==> src/rtl/ddr5_cmd_scheduler.sv <==
// ddr5_cmd_scheduler: 16-entry in-order request FIFO feeding a single-row DDR5
// command sequencer (ACT / RD / WR / PRE) with saturating 8-bit timing counters.
// Closed-page policy by default; define OPEN_PAGE_EN to keep the row open after
// CAS and serve same-row heads directly.
module ddr5_cmd_scheduler #(
    parameter int MEM_ADDR_WIDTH = 64,
    parameter int CPU_CORE_WIDTH = 4,
    parameter int MEM_OPN_WIDTH  = 3,
    parameter int QUEUE_DEPTH    = 16,
    parameter int T_RCD          = 39,
    parameter int T_RAS          = 76,
    parameter int T_RTP          = 18,
    parameter int T_WRP          = 94,
    parameter int T_RP           = 39,
    parameter int T_CCD          = 8
) (
    input  logic                           clk,
    input  logic                           rst,
    input  logic                           req_valid,
    output logic                           req_ready,
    input  logic [CPU_CORE_WIDTH-1:0]      req_core,
    input  logic [MEM_OPN_WIDTH-1:0]       req_opn,
    input  logic [MEM_ADDR_WIDTH-1:0]      req_addr,
    output logic                           req_err,
    output logic [$clog2(QUEUE_DEPTH):0]   q_count,
    output logic                           cmd_valid,
    output logic [2:0]                     cmd_type,
    output logic [2:0]                     cmd_bg,
    output logic [1:0]                     cmd_bank,
    output logic [15:0]                    cmd_row,
    output logic [9:0]                     cmd_col,
    output logic [CPU_CORE_WIDTH-1:0]      cmd_core
);
    localparam int PTR_W = $clog2(QUEUE_DEPTH);
    localparam logic [PTR_W:0] FULL_CNT = (PTR_W+1)'(QUEUE_DEPTH);
    localparam logic [MEM_OPN_WIDTH-1:0] OPN_WRITE = MEM_OPN_WIDTH'(1);
    localparam logic [MEM_OPN_WIDTH-1:0] OPN_FETCH = MEM_OPN_WIDTH'(2);

    // Each timer is loaded so that it reads 0 in the cycle where the FSM decides to
    // move to the gated command; the gated command then lands exactly T cycles after
    // its reference. tRP is checked one state later (from IDLE), hence one less.
    localparam logic [7:0] RCD_LD = 8'(T_RCD - 2);
    localparam logic [7:0] RAS_LD = 8'(T_RAS - 2);
    localparam logic [7:0] RTP_LD = 8'(T_RTP - 2);
    localparam logic [7:0] WRP_LD = 8'(T_WRP - 2);
    localparam logic [7:0] RP_LD  = 8'(T_RP - 3);

    typedef enum logic [2:0] {
        S_IDLE, S_ACT, S_WAIT_RCD, S_CAS, S_WAIT_PRE, S_PRE, S_WAIT_RP
    } state_e;

    typedef enum logic [2:0] {
        CMD_NOP = 3'd0, CMD_ACT = 3'd1, CMD_RD = 3'd2, CMD_WR = 3'd3, CMD_PRE = 3'd4
    } cmd_e;

    typedef struct packed {
        logic [CPU_CORE_WIDTH-1:0] core;
        logic                      wr;
        logic [2:0]                bg;
        logic [1:0]                bank;
        logic [15:0]               row;
        logic [9:0]                col;
    } entry_t;

    state_e                    state_q, state_d;
    entry_t                    mem_q [QUEUE_DEPTH];
    entry_t                    new_entry, head;
    logic [PTR_W-1:0]          wr_ptr_q, rd_ptr_q;
    logic [PTR_W:0]            count_q;
    logic                      err_q, push, pop, handshake;
    logic [7:0]                rcd_q, ras_q, post_q, rp_q;
    logic [2:0]                cmd_bg_q;
    logic [1:0]                cmd_bank_q;
    logic [15:0]               cmd_row_q;
    logic [9:0]                cmd_col_q;
    logic [CPU_CORE_WIDTH-1:0] cmd_core_q;
    logic                      cur_wr_q;
    logic                      unused_addr_bits;

    function automatic logic [7:0] dec_sat(input logic [7:0] v);
        return (v == 8'd0) ? 8'd0 : v - 8'd1;
    endfunction

    assign unused_addr_bits = ^{req_addr[MEM_ADDR_WIDTH-1:34], req_addr[6], req_addr[1:0]};

    assign req_ready = (count_q != FULL_CNT);
    assign handshake = req_valid && req_ready;
    assign push      = handshake && (req_opn <= OPN_FETCH);
    assign head      = mem_q[rd_ptr_q];
    assign new_entry = '{core: req_core, wr: (req_opn == OPN_WRITE), bg: req_addr[9:7],
                         bank: req_addr[11:10], row: req_addr[33:18],
                         col: {req_addr[17:12], req_addr[5:2]}};

`ifdef OPEN_PAGE_EN
    // The latched cmd_bg/bank/row always describe the open row while row_open_q is set.
    logic       row_open_q, head_hit;
    logic [7:0] ccd_q;
    localparam logic [7:0] CCD_LD = 8'(T_CCD - 2);
    assign head_hit = (head.bg == cmd_bg_q) && (head.bank == cmd_bank_q) && (head.row == cmd_row_q);

    // Open-row flag and CAS-to-CAS spacing counter.
    always_ff @(posedge clk or posedge rst) begin
        if (rst) begin
            row_open_q <= 1'b0;
            ccd_q      <= 8'd0;
        end else begin
            ccd_q <= (state_q == S_CAS) ? CCD_LD : dec_sat(ccd_q);
            if (state_q == S_ACT)      row_open_q <= 1'b1;
            else if (state_q == S_PRE) row_open_q <= 1'b0;
        end
    end
`else
    logic [7:0] unused_ccd;
    assign unused_ccd = 8'(T_CCD);
`endif

    // Queue storage: written on push only.
    // NOTE: the entry array has no reset; occupancy is governed solely by the reset pointers/count, so stale data is never read.
    always_ff @(posedge clk) begin
        if (push) mem_q[wr_ptr_q] <= new_entry;
    end

    // Queue pointers, occupancy and the illegal-opcode pulse.
    // NOTE: sequential state uses non-blocking assignments so every flop samples pre-edge values.
    always_ff @(posedge clk or posedge rst) begin
        if (rst) begin
            wr_ptr_q <= '0;
            rd_ptr_q <= '0;
            count_q  <= '0;
            err_q    <= 1'b0;
        end else begin
            err_q <= handshake && !push;
            if (push) wr_ptr_q <= wr_ptr_q + 1'b1;
            if (pop)  rd_ptr_q <= rd_ptr_q + 1'b1;
            case ({push, pop})
                2'b10:   count_q <= count_q + 1'b1;
                2'b01:   count_q <= count_q - 1'b1;
                default: count_q <= count_q;
            endcase
        end
    end

    // FSM state register.
    always_ff @(posedge clk or posedge rst) begin
        if (rst) state_q <= S_IDLE;
        else     state_q <= state_d;
    end

    // FSM next-state and head-pop decision.
    // NOTE: every combinational output gets a default first so no path infers a latch.
    always_comb begin
        state_d = state_q;
        pop     = 1'b0;
        unique case (state_q)
            S_IDLE: begin
                if (count_q != '0) begin
`ifdef OPEN_PAGE_EN
                    if (row_open_q) begin
                        if (!head_hit) begin
                            state_d = S_WAIT_PRE;
                        end else if (ccd_q == 8'd0) begin
                            pop     = 1'b1;
                            state_d = S_CAS;
                        end
                    end else if (rp_q == 8'd0) begin
                        pop     = 1'b1;
                        state_d = S_ACT;
                    end
`else
                    if (rp_q == 8'd0) begin
                        pop     = 1'b1;
                        state_d = S_ACT;
                    end
`endif
                end
            end
            S_ACT:      state_d = S_WAIT_RCD;
            S_WAIT_RCD: if (rcd_q == 8'd0) state_d = S_CAS;
`ifdef OPEN_PAGE_EN
            S_CAS:      state_d = S_IDLE;
`else
            S_CAS:      state_d = S_WAIT_PRE;
`endif
            S_WAIT_PRE: if (ras_q == 8'd0 && post_q == 8'd0) state_d = S_PRE;
            S_PRE:      state_d = S_WAIT_RP;
            S_WAIT_RP:  if (rp_q == 8'd0) state_d = S_IDLE;
            default:    state_d = S_IDLE;
        endcase
    end

    // FSM outputs: one command per command state, NOP elsewhere.
    always_comb begin
        cmd_valid = 1'b0;
        cmd_type  = CMD_NOP;
        case (state_q)
            S_ACT: begin cmd_valid = 1'b1; cmd_type = CMD_ACT; end
            S_CAS: begin cmd_valid = 1'b1; cmd_type = cur_wr_q ? CMD_WR : CMD_RD; end
            S_PRE: begin cmd_valid = 1'b1; cmd_type = CMD_PRE; end
            default: ;
        endcase
    end

    // Timing counters: loaded in the issuing command's cycle, otherwise count down to 0.
    always_ff @(posedge clk or posedge rst) begin
        if (rst) begin
            rcd_q  <= 8'd0;
            ras_q  <= 8'd0;
            post_q <= 8'd0;
            rp_q   <= 8'd0;
        end else begin
            rcd_q  <= (state_q == S_ACT) ? RCD_LD : dec_sat(rcd_q);
            ras_q  <= (state_q == S_ACT) ? RAS_LD : dec_sat(ras_q);
            post_q <= (state_q == S_CAS) ? (cur_wr_q ? WRP_LD : RTP_LD) : dec_sat(post_q);
            rp_q   <= (state_q == S_PRE) ? RP_LD : dec_sat(rp_q);
        end
    end

    // Serviced-request fields, latched when the head is popped.
    always_ff @(posedge clk or posedge rst) begin
        if (rst) begin
            cmd_bg_q   <= '0;
            cmd_bank_q <= '0;
            cmd_row_q  <= '0;
            cmd_col_q  <= '0;
            cmd_core_q <= '0;
            cur_wr_q   <= 1'b0;
        end else if (pop) begin
            cmd_bg_q   <= head.bg;
            cmd_bank_q <= head.bank;
            cmd_row_q  <= head.row;
            cmd_col_q  <= head.col;
            cmd_core_q <= head.core;
            cur_wr_q   <= head.wr;
        end
    end

    assign req_err  = err_q;
    assign q_count  = count_q;
    assign cmd_bg   = cmd_bg_q;
    assign cmd_bank = cmd_bank_q;
    assign cmd_row  = cmd_row_q;
    assign cmd_col  = cmd_col_q;
    assign cmd_core = cmd_core_q;

endmodule

==> config.mk <==
export PLATFORM = sky130hd
export DESIGN_NAME = ddr5_cmd_scheduler
export DESIGN_NICKNAME = d
export VERILOG_FILES = /design/src/rtl/ddr5_cmd_scheduler.sv
export SDC_FILE = /design/constraint.sdc
export NUM_CORES = 1
export LEC_CHECK = 0
export CAP_MARGIN = 30
export CORE_MARGIN = 2
export CORE_UTILIZATION = 54
export CTS_CLUSTER_SIZE = 8
export DETAILED_ROUTE_END_ITERATION = 12
export GPL_ROUTABILITY_DRIVEN = 1
export PLACE_DENSITY_LB_ADDON = 0.2
export SYNTH_ARGS = -nofsm -noshare
export SYNTH_HDL_FRONTEND = slang
export SYNTH_SLANG_ARGS = --single-unit
==> constraint.sdc <==
create_clock -name clk -period 3.05 [get_ports clk]
set_input_delay 0.7625 -clock clk [delete_from_list [all_inputs] [get_ports clk]]
set_output_delay 0.7625 -clock clk [all_outputs]
set_load 0.05 [all_outputs]
# After elaboration in Yosys (flattened, before gate mapping)
# Memories as Yosys holds them, arrays and structs flattened. A register that Yosys moved wholly into a read port is not among the register bits.
# Cells that the tools add are included.
word_totals:
  output_inout_bits: 46
  reg_bits: 49
  inputBits: 74
  mem_bits_rw: 576
  n_memories: 1
  elab_cells: 72
op_classes:
  add_sub_neg: 8
  muxes: 24
  eq_ne: 15
  reduce_logical: 14
  magnitude_cmp: 1
mem_list:
  columns: ["memory", "words", "width", "rd", "rd_ports_with_merged_regs", "wr", "line_no", "rtl"]
  rows:
  - ["mem_q", 16, 36, 1, 1, 1, "66", "entry_t mem_q [QUEUE_DEPTH];"]
op_table:
  columns: ["cell", "count"]
  rows:
  - ["$mux 8", 8]
  - ["$logic_not 8->1", 4]
  - ["$sub 8x1->8 const B", 4]
  - ["$pmux 3 s7", 1]
  - ["$mux 3", 5]
  - ["$ne 2x2->1 const B", 5]
  - ["$pmux 5 s2", 1]
  - ["$eq 3x3->1 const B", 3]
  - ["$pmux 3 s3", 1]
  - ["$add 4x1->4 const B", 2]
  - ["$mux 1", 7]
  - ["$mux 7", 1]
  - ["$eq 3x1->1 const B", 2]
  - ["$eq 3x2->1 const B", 2]
  - ["$add 5x1->5 const B", 1]
  - ["$ne 5x5->1 const B", 1]
  - ["$reduce_and 5->1", 1]
  - ["$reduce_bool 5->1", 1]
  - ["$sub 5x1->5 const B", 1]
  - ["$logic_and 1x1->1", 4]
  - ["$le 3x2->1 const B", 1]
  - ["$logic_not 3->1", 1]
  - ["$reduce_or 3->1", 1]
  - ["$eq 2x1->1 const B", 1]
  - ["other kinds (3)", 3]

# Logic depth before layout (Yosys ltp)
# Gate-level depths: netlist (run 1).
logic_depth:
  word_depth: 6
  ltp_mapped: 14
  depth_no_buf: 13

# Worst setup path after synthesis (run 1)
# Ideal clock, no wire load.
synth_path:
  kind: "register -> register"
  startpoint: "reg count_q[0] (netlist: q_count[0])"
  endpoint: "reg count_q[4] (netlist: q_count[4])"
  slack_ns: -0.467
  stages_incl_launch_ff: 14
  required_time_ns: 2.905
  period_less_slack_ns: 3.517
  n_path_buf: 1
  setup_time_ns: 0.145
  arrival_ns: 3.373
  cell_sequence: "dfrtp_1 nor4_1 nand2_1 and3_1 clkbuf_1 inv_1 ha_1 inv_1 fa_1 nor2b_1 o21ai_0 nand3_1 or3b_2 xnor2_1"
synth_via:
  elab_chain_len: 5
  elab_cells_between_ends: 12
  classes_between: "add/sub: 2; eq/ne: 3; mux: 3; reduce/logical: 4"
synth_rtl:
  columns: ["item", "line_no", "rtl"]
  rows:
  - ["start, declared", "69", "logic [PTR_W:0] count_q;"]
  - ["start signal, assigned", "136", "2'b10: count_q <= count_q + 1'b1;"]
  - ["start signal, assigned", "137", "2'b01: count_q <= count_q - 1'b1;"]
  - ["start signal, assigned", "138", "default: count_q <= count_q;"]
  - ["$ne 5x5->1 *", "86", "assign req_ready = (count_q != FULL_CNT);"]
  - ["named net req_ready", "20", "output logic req_ready,"]
  - ["$logic_and 1x1->1 *", "87", "assign handshake = req_valid && req_ready;"]
  - ["$logic_and 1x1->1 *", "88", "assign push = handshake && (req_opn <= OPN_FETCH);"]
  - ["$eq 2x1->1 or $eq 2x2->1 (tied branches)", "135", "case ({push, pop})"]
  - ["$pmux 5 s2 or $reduce_bool 2->1 (tied branches)", null, null]
# The timed path passes the listed nets; every way through them passes the cells marked *.
# A chain may end at the register's enable or synchronous reset.

# Final worst setup path (run 1)
layout_path:
  startpoint: "reg count_q[3] (netlist: q_count[3])"
  endpoint: "out req_ready"
layout_via:
  elab_chain_len: 1
layout_rtl:
  columns: ["item", "line_no"]
  rows:
  - ["$ne 5x5->1", "86"]
  - ["end, declared", "20"]
# Every way passes these cells.

==> run summary, run 1 <==
std cell rows - 80
n_diodes - 0
synthesized area per cell - 21.0 um2
FMAX - 0.340 GHz
Cell Area, Synth - 25800 um2
Core Util, Final - 65.3%
DRC viols - 0
vias in the first global route - 13383
register share of total power - 49.5%
CTS Buf Count - 92
die area - 49500 um2
IO Count - 120
switching power total - 4420 uW
WL per Instance - 25.5 um
reg2reg setup slack - 0.18 ns
max cap viols - 0
Pwr per Cell Area - 675 nW/um2
grt peak-use layer - met2
predominant post-synthesis flop cell - edfxtp_1
Post-synth ARST share - 12.9%
Num Clock Sinks - 661
CP Capture Type - output pin
min Tclk post-route - 2.94 ns
pre-CTS WS - -0.461 ns
final setup TNS - 0 ns
DRT iter0 DRCs - 1037
Setup CP Type - register to output pin
DR vias/cell - 5.97
postcts setup bufs - 0
Clk pwr share - 45.0%
internal cell power - 16500 uW
Clock Pin Slew Worst Setup and Hold Paths - 0.05 ns
commonest non-fill, non-tap cell in the layout - edfxtp_1
largest net degree at the start of global routing - 47
clock skew - 0.0213 ns
HP Start - post_q[0]
M1 GR Usage - 31.7%
storage element area - 19400 um2
Crit path required time - 2.29 ns
die width - 223 um
Worst Reg-to-Reg Cells - 11
global-route wire length before repair - 82.5 mm
switching share of power - 21.1%
multi-input gate area in the final layout - 6020 um2
Vias - 12671
Yosys top cell area share - 67.1%
DP Area - 28300 um2
WHS - 0.450 ns
GRT met3 Usage - 4.14%
# setup viols final - 0
Filler cells - 3193
CP max FO - 5
combinational power share - 5.5%
Initial Utilization - 54.4%
Worst-Skew Late Latency - 0.62 ns
syn_nets - 1323
final wirelength - 54.1 mm
M2 GR Usage - 36.6%
Lkg Pwr - 0.0102 uW
GR Util All Layers - 22.6%
sequential area share after synthesis - 75.3%
H-tree level count - 3
maximum vdd drop - 0.549 mV
antenna violations before repair - 1
Synth Instances - 1231
worst r2r src - q_count[1]
CTS tree - built
Yosys cell types - 48
Slew HR - 48.6%
drt first pass iters - 7
Slew @ Worst Pin - 0.771 ns
Critical Path AT - 2.18 ns
fin. max-slew vios - 0
Hold-fix buffers, CTS - 0
Hold WC Path Type - register to register
layout cells sized above 1 - 26.3%
largest cells by area after synthesis - edfxtp_1 (67%), mux4_2 (13%), dfrtp_1 (8.2%)
area leader, netlist - edfxtp_1
Synth Register Bits - 661
Post-synth EDFFs - 576
Core Area - 47400 um2
PnR worst setup slack - 0.108 ns
CP startpoint kind - register
total congestion overflow - 0
Final period util - 96.5%
commonest non-fill, non-tap cells in the layout - edfxtp_1 (576), mux4_2 (144), clkbuf_16 (97), clkdlybuf4s50_1 (82), dfrtp_1 (78)
RSZ-0062 raised after global routing - no
Final Cell Area - 31000 um2
Area Overhead vs Synth - 20.1%
GP Congestion - 0.766
IO buf count - 86
maximum clock path buffer count - 3
Final ANT Viol Nets - 0
status - finished, final reports clean
synth warn - 0
chip height - 223 um
Clk Tree Root Cell - clkbuf_16
Fin. Hold Viols - 0
FF-to-FF End - q_count[4]
Hold Path End - post_q[0]
DP HPWL - 31.0 mm
fin nets - 1531
worst hold path depth - 1
[logic make-up (layout without fill, tap and decap cells)]
family          Yosys count  after routing  synth area share [%]
compound gates           66             66                  2.67
xor+xnor                 32             32                  1.09
fa+ha+maj                18             18                 0.902
buf+inv                  77            352                  1.56
flops                   661            661                  75.3
mux                     217            217                  15.4
simple gates            160            160                  3.08
[power by group through the flow]
stage / clock, uW / sequential, uW / combinational [uW]
floorplan: 0 / 10600 / 457
global route: 9990 / 10400 / 1250
CTS: 9590 / 10400 / 1170
detailed placement: 0 / 10500 / 1160
finish: 9410 / 10400 / 1160
global placement: 0 / 10500 / 1140
[metrics by stage]
stage                     total power (uW)  cells
after global routing                 21600   2121
final                                20900   2121
after CTS                            21100   2121
after detailed placement             11700   1960
after floorplan                      11100   1231
after global placement               11600   1960
[routing by layer]
| metal | routed length, um | up-vias |
|---|---|---|
| met5 | 12 | - |
| met4 | 1070 | 2 |
| met3 | 3450 | 80 |
| met2 | 27100 | 443 |
| met1 | 22400 | 6713 |
| li1 | - | 5433 |
[area by class of cell]
cell class | count | share of cell area, %
Clock buffer | 158 | 8.57
Clock inverter | 3 | 0.166
Inverter | 21 | 0.275
Multi-Input combinational cell | 493 | 19.4
Sequential cell | 661 | 62.7
Tap cell | 615 | 2.48
Timing Repair Buffer | 170 | 6.37
[how the worst max path moves through the flow]
stage                 end  cells after the start        from
2_1_floorplan  q_count[4]                     13  q_count[3]
4_1_cts         req_ready                      3  q_count[3]
3_3_place_gp   q_count[4]                     12  req_opn[1]
6_report        req_ready                      3  q_count[3]
3_5_place_dp   q_count[4]                     12  req_opn[1]
5_1_grt         req_ready                      3  q_count[3]
[flip-flops by register name, summed over array words and instances, names as in the netlist]
name and cells:
cmd_core 4, rd_ptr_q 4, cmd_row 16, wr_ptr_q 4, ras_q 8, state_q 3
cmd_bg 3, cur_wr_q 1, q_count 5, req_err 1, rcd_q 8, post_q 8
mem_q 576, cmd_col 10, rp_q 8, cmd_bank 2
[synthesized netlist by cell type, types with 7 or more instances]
cell type and instances:
clkbuf_1 22, nor3_1 7, mux2i_1 73, o21ai_0 17
inv_1 20, xnor2_1 20, o221ai_2 31, mux4_2 144
nor2_1 32, edfxtp_1 576, xor2_1 12, ha_1 17
dfrtp_1 85, and3_1 9, nand2_1 66, buf_2 18
and2_1 12
[repair_timing]
item                       CTS  global route
hold endpoints to repair     0             0
setup endpoints to repair    4             1
gates cloned                 0             0
resized for setup            4             1
[worst max-delay path, cell delays in order, from the launching register on]
cell             delay, ns
dfrtp_2               0.43
nor4_2                0.29
nand2_2               0.13
clkdlybuf4s50_1       0.72
Power figures use the tool's default switching activity.
==> inputs of run 2 (changes only) <==
--- a/config.mk
+++ b/config.mk
@@ -5,6 +5,7 @@
 export SDC_FILE = /design/constraint.sdc
 export NUM_CORES = 1
 export LEC_CHECK = 0
+export ABC_CLOCK_PERIOD_IN_PS = 3050
 export CAP_MARGIN = 30
 export CORE_MARGIN = 2
 export CORE_UTILIZATION = 54
==> results of run 2 <==
No change in the layout: final DEF, timing and power equal those of run 1.
==> inputs of run 3 (changes only) <==
--- a/config.mk
+++ b/config.mk
@@ -8,11 +8,12 @@
 export ABC_CLOCK_PERIOD_IN_PS = 3050
 export CAP_MARGIN = 30
 export CORE_MARGIN = 2
-export CORE_UTILIZATION = 54
+export CORE_UTILIZATION = 53
 export CTS_CLUSTER_SIZE = 8
 export DETAILED_ROUTE_END_ITERATION = 12
+export DONT_BUFFER_PORTS = 1
 export GPL_ROUTABILITY_DRIVEN = 1
-export PLACE_DENSITY_LB_ADDON = 0.2
+export PLACE_DENSITY = 0.71
 export SYNTH_ARGS = -nofsm -noshare
 export SYNTH_HDL_FRONTEND = slang
 export SYNTH_SLANG_ARGS = --single-unit
==> run summary, run 3 (synthesis results as in run 1) <==
WP buf/inv - 1 (unchanged)
Hold WC Path Type - input pin to asynchronous set/reset pin
Largest stage delay, worst path - 0.57 ns (-0.15 ns)
Initial Utilization - 53.9% (-0.45 points)
Critical Path AT - 3.39 ns (+1.21 ns)
GP Congestion - 0.729 (-4.8%)
CP max FO - 5 (unchanged)
antenna violations before repair - 0 (-1)
RSZ-0062 raised after global routing - no
DP HPWL - 30.2 mm (-2.5%)
min Tclk post-route - 2.89 ns (-0.0474 ns)
CP Depth - 11 (+8)
worst path cell trace - or4_4, o21a_1, nand2_4, inv_4, ha_2, ha_1, nor2b_1, o21ai_1, a21oi_1, or3b_2, xnor2_1
H-tree level count - 3 (unchanged)
IO buf count - 0 (-100%)
Crit path required time - 3.55 ns (+1.26 ns)
maximum clock path buffer count - 3 (unchanged)
maximum vdd drop - 0.669 mV (+22%)
die width - 225 um (+0.92%)
CTS Buf Count - 92 (unchanged)
DRC viols - 0 (unchanged)
commonest non-fill, non-tap cells in the layout - edfxtp_1 (576), mux4_2 (144), clkbuf_16 (95), dfrtp_1 (78), mux2i_1 (73)
Clock Pin Slew Worst Setup and Hold Paths - 0.05 ns (about the same)
fin nets - 1451 (-5.2%)
storage element area - 19400 um2 (unchanged)
largest net degree at the start of global routing - 74 (+57%)
commonest non-fill, non-tap cell in the layout - edfxtp_1
IO Count - 120 (unchanged)
number of flip-flops in the largest register - 576 (unchanged)
n_diodes - 0 (unchanged)
CP startpoint kind - register
Worst Reg-to-Reg Cells - 11 (unchanged)
Placed Instances - 1880 (-4.1%)
critical path's slowest cell - or4_4
Pwr per Cell Area - 687 nW/um2 (+1.7%)
Setup CP Type - register to register
total congestion overflow - 0 (unchanged)
fin. max-slew vios - 0 (unchanged)
CTS tree - built
Area Overhead vs Synth - 17.0%
CP Capture Type - register
vias in the first global route - 13310 (-0.55%)
most flop-heavy register - mem_q
DRT iter0 DRCs - 1078 (+4.0%)
max cap viols - 0 (unchanged)
final setup TNS - 0 ns (unchanged)
FMAX - 0.345 GHz (+1.6%)
multi-input gate area in the final layout - 6020 um2 (about the same)
clock skew - 0.0242 ns (+0.00286 ns)
WL per Instance - 27.1 um (+6.2%)
fin cells - 2042 (-3.7%)
Final period util - 94.9% (-1.6 points)
Lkg Pwr - 0.00991 uW (-3.3%)
Hold-fix buffers, CTS - 0 (unchanged)
Vias - 12388 (-2.2%)
DR vias/cell - 6.07 (+1.5%)
global-route wire length before repair - 83.5 mm (+1.2%)
Core Area - 47800 um2 (+0.84%)
Clk Tree Root Cell - clkbuf_16
WHS - 0.136 ns (-0.313 ns)
Num Clock Sinks - 661 (unchanged)
Fin. Hold Viols - 0 (unchanged)
Final ANT Viol Nets - 0 (unchanged)
cell family with most CP delay - simple AND/OR/NAND/NOR gates
Slew @ Worst Pin - 0.772 ns (+0.00163 ns)
DP Area - 27500 um2 (-2.7%)
layout cells sized above 1 - 28.2% (+1.9 points)
status - finished, final reports clean
Slew HR - 48.4% (-0.20 points)
die area - 50500 um2 (+1.9%)
chip height - 225 um (+0.92%)
# setup viols final - 0 (unchanged)
Worst-Skew Late Latency - 0.62 ns (about the same)
Final Cell Area - 30200 um2 (-2.6%)
final wirelength - 55.3 mm (+2.3%)
Filler cells - 3195 (+0.063%)
GR Util All Layers - 22.8% (+0.19 points)
std cell rows - 80 (unchanged)
drt first pass iters - 5 (-2)
## run 3: cell count changes in the layout (fill, tap and decap cells not counted)
| cell | previous run | this run |
|---|---|---|
| clkdlybuf4s50_1 | 82 | 0 |
| buf_12 | 39 | 43 |
| dlygate4sd2_1 | 4 | 0 |
| buf_4 | 45 | 47 |
| clkbuf_16 | 97 | 95 |
| inv_6 | 0 | 2 |
| a21boi_0 | 1 | 0 |
| a21boi_1 | 0 | 1 |
| clkbuf_1 | 61 | 62 |
| clkinv_16 | 1 | 0 |
| clkinv_8 | 1 | 2 |
| nor3b_1 | 4 | 3 |
| nor3b_2 | 0 | 1 |
## run 3: path summary, 6_finish.rpt
kind	slack (ns)	from	end
min	0.14	rst	cmd_core[2]
min reg2reg	0.45	post_q[0]	post_q[0]
max in group asynchronous	2.25	rst	cmd_row[5]
min in group clk	0.23	req_addr[3]	mem_q[9][1]
max	0.16	q_count[0]	q_count[4]
max reg2reg	0.16	q_count[0]	q_count[4]
## run 3: worst register-to-register path, delay by kind of cell, from the launching register on
kind | cells | cell delay, ns
buf+inv | 1 | 0.05
flops | 1 | 0.40
xor+xnor | 1 | 0.14
compound gates | 3 | 0.47
fa+ha+maj | 2 | 0.47
simple gates | 4 | 1.24
## run 3: power breakdown
| part | leakage (uW) | switching [uW] | internal (uW) |
|---|---|---|---|
| registers | 0.00622 | 137 | 10200 |
| logic | 0.00242 | 635 | 390 |
| clock network | 0.00127 | 3610 | 5750 |
## run 3: stage by stage
step	utilization (%)	setup slack (ns)	power, uW
after floorplan	-	-0.0784	11100
after CTS	63.1	0.0871	20900
after global placement	57.5	-0.107	11500
after detailed placement	57.5	-0.131	11500
after global routing	63.1	0.0337	21300
final	63.1	0.155	20700
## run 3: layout make-up
cell class,instances,area share (%)
Sequential cell,661,64.4
Multi-Input combinational cell,493,19.9
Clock buffer,157,8.64
Timing Repair Buffer,90,4.02
Tap cell,615,2.55
Inverter,21,0.282
Clock inverter,5,0.182
## run 3: layer usage
metal  wire length [um]  share of wire [%]  track usage, %  up-vias
met3               4180                7.6            5.83      100
li1                   -                  -               -     5272
met5                  0                  0               0        -
met1              22600                 41            31.5     6572
met4               1530                2.8            7.86        0
met2              27000                 49            35.9      444
## run 3: what timing repair did
item,4_1_cts,5_1_grt
resized for setup,0,1
setup endpoints to repair,0,1
setup buffers,0,0
==> variant 1 (config.mk and constraints of run 3) <==
The option `OPEN_PAGE_EN` is turned on by a define.
--- a/src/rtl/ddr5_cmd_scheduler.sv
+++ b/src/rtl/ddr5_cmd_scheduler.sv
@@ -2,6 +2,8 @@
 // command sequencer (ACT / RD / WR / PRE) with saturating 8-bit timing counters.
 // Closed-page policy by default; define OPEN_PAGE_EN to keep the row open after
 // CAS and serve same-row heads directly.
+`define OPEN_PAGE_EN
+
 module ddr5_cmd_scheduler #(
     parameter int MEM_ADDR_WIDTH = 64,
     parameter int CPU_CORE_WIDTH = 4,
Check against the original RTL: same outputs for any inputs over 4 cycles, from zero or initial values and one cycle with rst high; that may be too few to reach the edited logic, so the function may still have changed.
==> variant 1 against run 3 <==
  * The flow now finishes with violations (setup timing)
  * Sequential cell count is 9 higher
  * Maximum frequency is 29% lower
  * Setup slack worse by 1200 ps
  * Synthesized area is 4.2% higher
  * Cell area is 8.2% higher
  * Count of clock-buffer cells in the layout is 7 higher
  * Wire length is 15% higher
  * Critical path type unchanged
  * Largest cell class unchanged
  * Highest routed layer unchanged
Power is not compared: it rests on default switching activity, and its combinational part moved more than twofold at a synthesized area within 25%.
==> variant 1: results (changes against run 3) <==
| Metric | Value |
|---|---|
| Syn_nets | `1442 (+9.0%)` |
| Layout cell share with drive strength beyond 1 | `33.5% (+5.2 points)` |
| GP Congestion | `0.811 (+11%)` |
| FFs w/ async S/R, synth | `14.0% (+1.2 points)` |
| Seq/Total Area, Yosys | `73.1% (-2.2 points)` |
| CTS Buf Count | `93 (+1.1%)` |
| Vias in the first global route | `14700 (+11%)` |
| Nets | `1691 (+17%)` |
| CP Max Fanout | `8 (+3)` |
| Arrival time at the worst endpoint | `4640 ps (+1250 ps)` |
| First-pass GRT wire length | `94.7 mm (+13%)` |
| Worst r2r src | `rd_ptr_q[1]$_DFFE_PP0P_` |
| Final HPWL from detailed placement | `35.3 mm (+17%)` |
| Fin Clk Skew | `25.9 ps (+1.77 ps)` |
| R2r worst-path depth | `20 (+9)` |
| Count of different cell masters after synthesis | `65 (+35%)` |
| Synth cell count leaders | `edfxtp_1 (576), mux4_2 (141), dfrtp_1 (94)` |
| # setup viols final | `48 (+48)` |
| Worst setup margin | `-1050 ps (-1210 ps)` |
| Post-place setup slack | `-1050 ps (-918 ps)` |
| Detailed Route Iter0 Violations | `1219 (+13%)` |
| Area after DPL | `0.0291 mm2 (+5.9%)` |
| Largest net degree at the start of global routing | `41 (-45%)` |
| Status | `complete, but fails checks` |
| First-pass detailed-route iteration total | `6 (+1)` |
| Total global-route track usage | `24.8% (+2.0 points)` |
| Failing checks | `setup timing` |
| Rel. slew slack | `40.1% (-8.3 points)` |
-- variant 1: cell count changes in the layout (fill, tap and decap cells not counted), moves of 12 or more --
| cell | before | now |
|---|---|---|
| nor2_1 | 32 | 64 |
| xnor2_1 | 20 | 35 |
| nand2_1 | 65 | 32 |
| o221ai_2 | 31 | 0 |
| mux2_4 | 0 | 31 |
| inv_1 | 18 | 38 |
| dfrtp_1 | 78 | 90 |
| mux2i_1 | 73 | 54 |
| buf_4 | 47 | 154 |
-- variant 1: power groups by stage --
stage	registers [mW]	logic [mW]	clock network (mW)
2_1_floorplan	12.4	5.18	0
4_1_cts	11.9	8.84	9.59
3_3_place_gp	12.0	7.96	0
5_1_grt	12.0	9.55	10.0
3_5_place_dp	12.1	8.14	0
6_report	11.9	8.99	9.47
-- variant 1: cell families after synthesis --
group	after synthesis	share of synthesized area, %
muxes	249	16.7
xor gates and xnor gates	62	2.05
and+or+nand+nor	172	3.18
AOI/OAI and AO/OA	76	1.99
buffers and inverters	101	2.05
adders and majority gates	19	0.913
DFF	670	73.1
-- variant 1: stage by stage --
step                      cells  setup TNS (ps)  hold WS, ps
after floorplan            1349         -210750          426
after global placement     2130          -43190          438
after detailed placement   2131          -43380          453
after CTS                  2339          -31390         10.7
after global routing       2343          -38470         30.0
final                      2343          -33040         25.8
-- variant 1: what timing repair did --
action,4_1_cts,5_1_grt
gates cloned,7,0
endpoints found under the hold margin,0,0
resized for setup,53,29
setup buffers,33,7
endpoints found under the setup margin,48,48
pin swaps,12,13
-- variant 1: area by class of cell --
class	instances	area, um2
repair buffers	215	2350
fillers	3279	17400
multi-input cells	578	7000
clock inverters	4	53.8
clock buffers	164	2630
inverters	40	153
flip-flops and latches	670	19700
well taps	672	841
-- variant 1: worst max-delay path, stage by stage, from the launching register on --
cell	delay, ps
dfrtp_4	440
buf_12	160
buf_16	150
mux4_2	530
mux2i_2	240
buf_4	170
xnor2_1	120
o221ai_1	130
nand4b_1	260
nor4_4	250
buf_4	180
o21a_4	150
ha_4	140
inv_2	40
fa_2	330
inv_1	60
a21o_1	140
a21oi_2	70
xnor2_1	120
nor2_1	150
xor2_1	170
-- variant 1: layer usage --
| metal | vias up | GRT usage, % | routed length [um] |
|---|---|---|---|
| met5 | - | 0 | 0 |
| met4 | 0 | 8.79 | 1950 |
| met3 | 134 | 6.25 | 5270 |
| met2 | 637 | 39.9 | 31300 |
| met1 | 7231 | 33.3 | 24900 |
| li1 | 5885 | - | - |
==> variant 2 (flow settings as in run 3) <==
Without the edit above. Re-encode `state_e` (7 states) as one-hot, 7 bits wide.
--- a/src/rtl/ddr5_cmd_scheduler.sv
+++ b/src/rtl/ddr5_cmd_scheduler.sv
@@ -45,8 +45,8 @@
     localparam logic [7:0] WRP_LD = 8'(T_WRP - 2);
     localparam logic [7:0] RP_LD  = 8'(T_RP - 3);
 
-    typedef enum logic [2:0] {
-        S_IDLE, S_ACT, S_WAIT_RCD, S_CAS, S_WAIT_PRE, S_PRE, S_WAIT_RP
+    typedef enum logic [6:0] {
+        S_IDLE = 7'b0000001, S_ACT = 7'b0000010, S_WAIT_RCD = 7'b0000100, S_CAS = 7'b0001000, S_WAIT_PRE = 7'b0010000, S_PRE = 7'b0100000, S_WAIT_RP = 7'b1000000
     } state_e;
 
     typedef enum logic [2:0] {
Formal check against the unedited RTL: same outputs for any inputs over 4 cycles, from zero or initial values and one cycle with rst high; so few cycles prove little.
==> variant 2 against run 3 <==
  * Sequential share of layout area rose by 0.57 points
  * Clock power rose by 0.9%
  * Total power rose by 0.61%
  * Non-clock buffer count fell by 13
  * Sequential cell count rose by 4
  * Sequential power barely moved
  * Clock skew fell by 7.5 ps
  * Maximum frequency fell by 2.1%
  * Synthesized area barely moved
  * Wire length fell by 1.3%
  * Cell area fell by 0.36%
  * Count of clock-buffer cells in the layout rose by 6
  * Setup slack got worse by 63 ps
  * Largest cell class unchanged
  * Largest power group unchanged
==> variant 2: results (changes against run 3) <==
| Metric | Value |
|---|---|
| Fin Clk Skew | `16.7 ps (-7.49 ps)` |
| Final HPWL from detailed placement | `29.3 mm (-3.0%)` |
| Biggest register | `mem_q` |
| Status | `completed` |
| Area after DPL | `0.0273 mm2 (-0.68%)` |
| Arrival time at the worst endpoint | `2200 ps (-1190 ps)` |
| CTS Buf Count | `93 (+1.1%)` |
| Layout cell share with drive strength beyond 1 | `25.8% (-2.4 points)` |
| Rel. slew slack | `47.5% (-0.87 points)` |
| Seq/Total Area, Yosys | `75.8% (+0.46 points)` |
| Nets | `1462 (+0.76%)` |
| Final wirelength | `54.6 mm (-1.3%)` |
| Clock root buffer | `clkbuf_16` |
| Syn_nets | `1348 (+1.9%)` |
| Synth cell count leaders | `edfxtp_1 (576), mux4_2 (144), dfrtp_1 (88)` |
| GP Congestion | `0.768 (+5.2%)` |
| Reg2Reg Setup Slack | `130 ps (-30 ps)` |
| Clock buffer depth | `3 (unchanged)` |
| Drt via density | `6.02 (-0.69%)` |
| Post-place setup slack | `124 ps (+254 ps)` |
| Detailed Route Iter0 Violations | `1156 (+7.2%)` |
| First-pass detailed-route iteration total | `7 (+2)` |
| Synth Flop Type | `edfxtp_1` |
| Fin crit share | `97.0% (+2.1 points)` |
| Largest net degree at the start of global routing | `54 (-27%)` |
| R2r worst-path depth | `12 (+1)` |
| VDD IR-drop max | `0.570 mV (-15%)` |
| CP Launch Point | `state_q[4]$_DFFE_PP0P_` |
| FFs w/ async S/R, synth | `13.4% (+0.52 points)` |
| Yosys synthesis warning count | `0 (unchanged)` |
| Hold Path Class | `in -> async` |
| Total global-route track usage | `22.6% (-0.23 points)` |
| Vias in the first global route | `13100 (-1.7%)` |
| IO Port Bufs | `0 (unchanged)` |
| Top area cells in the synthesized netlist | `edfxtp_1 (67%), mux4_2 (13%), dfrtp_1 (8.5%)` |
| Critical Path End | `cmd_type[0]` |
| LEAKAGE | `9.88 nW (-0.30%)` |
| Post-synth EDFFs | `576 (unchanged)` |
| First-pass GRT wire length | `82.7 mm (-0.97%)` |
| Htree depth | `3 (unchanged)` |
| Worst r2r src | `state_q[3]$_DFFE_PP0P_` |
| Max reg flops | `576 (unchanged)` |
[variant 2: cell types whose count changed in the layout (fill, tap and decap cells not counted), moves of 3 or more]
cell and change:
nor2_4 +3, and3_1 -4, clkbuf_1 +5, nand3b_1 +3, o221ai_2 -31, dfrtp_1 +3
buf_4 -3, buf_12 -10, nor3_1 +4, nor2_1 +5, o221ai_1 +31
[variant 2: layout make-up]
| cell class | count | area [um2] |
|---|---|---|
| flip-flops and latches | 665 | 19500 |
| fillers | 3209 | 17800 |
| multi-input cells | 507 | 5960 |
| clock buffers | 163 | 2650 |
| repair buffers | 77 | 991 |
| well taps | 615 | 769 |
| inverters | 26 | 120 |
| clock inverters | 5 | 51.3 |
[variant 2: cell families (layout without fill, tap and decap cells)]
family | count (synthesis) | after routing | share of synthesized area (%)
DFF | 665 | 665 | 75.8
muxes | 218 | 218 | 15.5
and+or+nand+nor | 174 | 174 | 3.37
buffers and inverters | 84 | 271 | 1.56
AOI/OAI and AO/OA | 65 | 65 | 1.85
xor gates and xnor gates | 32 | 32 | 1.09
adders and majority gates | 18 | 18 | 0.903
[variant 2: report_power, final]
part,total [mW],switching [mW],internal (mW)
sequential,10.4,0.151,10.3
combinational,1.00,0.630,0.371
clock,9.44,3.61,5.83
[variant 2: timing repair]
item	4_1_cts	5_1_grt
gates resized for setup	5	4
setup buffers	0	1
endpoints found under the setup margin	2	3
[variant 2: per-stage QoR]
| step | std cells | hold WS, ps | total power, mW | utilization, % |
|---|---|---|---|---|
| final | 2058 | 43.1 | 20.9 | 62.9 |
| after global routing | 2058 | 45.1 | 21.5 | 62.9 |
| after CTS | 2057 | 26.4 | 21.0 | 62.8 |
| after detailed placement | 1889 | 484 | 11.6 | 57.1 |
| after global placement | 1889 | 473 | 11.6 | 57.1 |
| after floorplan | 1256 | 450 | 11.2 | - |
[variant 2: layer usage]
layer  track usage (%)  part of all wire [%]
met1              29.8                    39
met5                 0                     0
met3              5.94                   7.9
met2              37.6                    51
met4              6.28                   1.8
[variant 2: worst max-delay path: stages (launching register included)]
cell     delay [ps]
dfrtp_1         420
or4_4           530
nor2_4          110
nand2_2         100
inv_2            90
nand2_2          90
nand2_2         100
buf_12          140
[variant 2: how the worst min path moves through the flow]
stage | to | slack [ps] | cells past startpoint
final | cmd_core[0]$_DFFE_PP0P_ | 40 | 1
after global routing | cmd_core[0]$_DFFE_PP0P_ | 50 | 1
after CTS | cmd_core[0]$_DFFE_PP0P_ | 30 | 1
after detailed placement | ras_q[0]$_DFF_PP0_ | 480 | 1
after global placement | rp_q[0]$_DFF_PP0_ | 470 | 1
after floorplan | post_q[0]$_DFF_PP0_ | 450 | 1
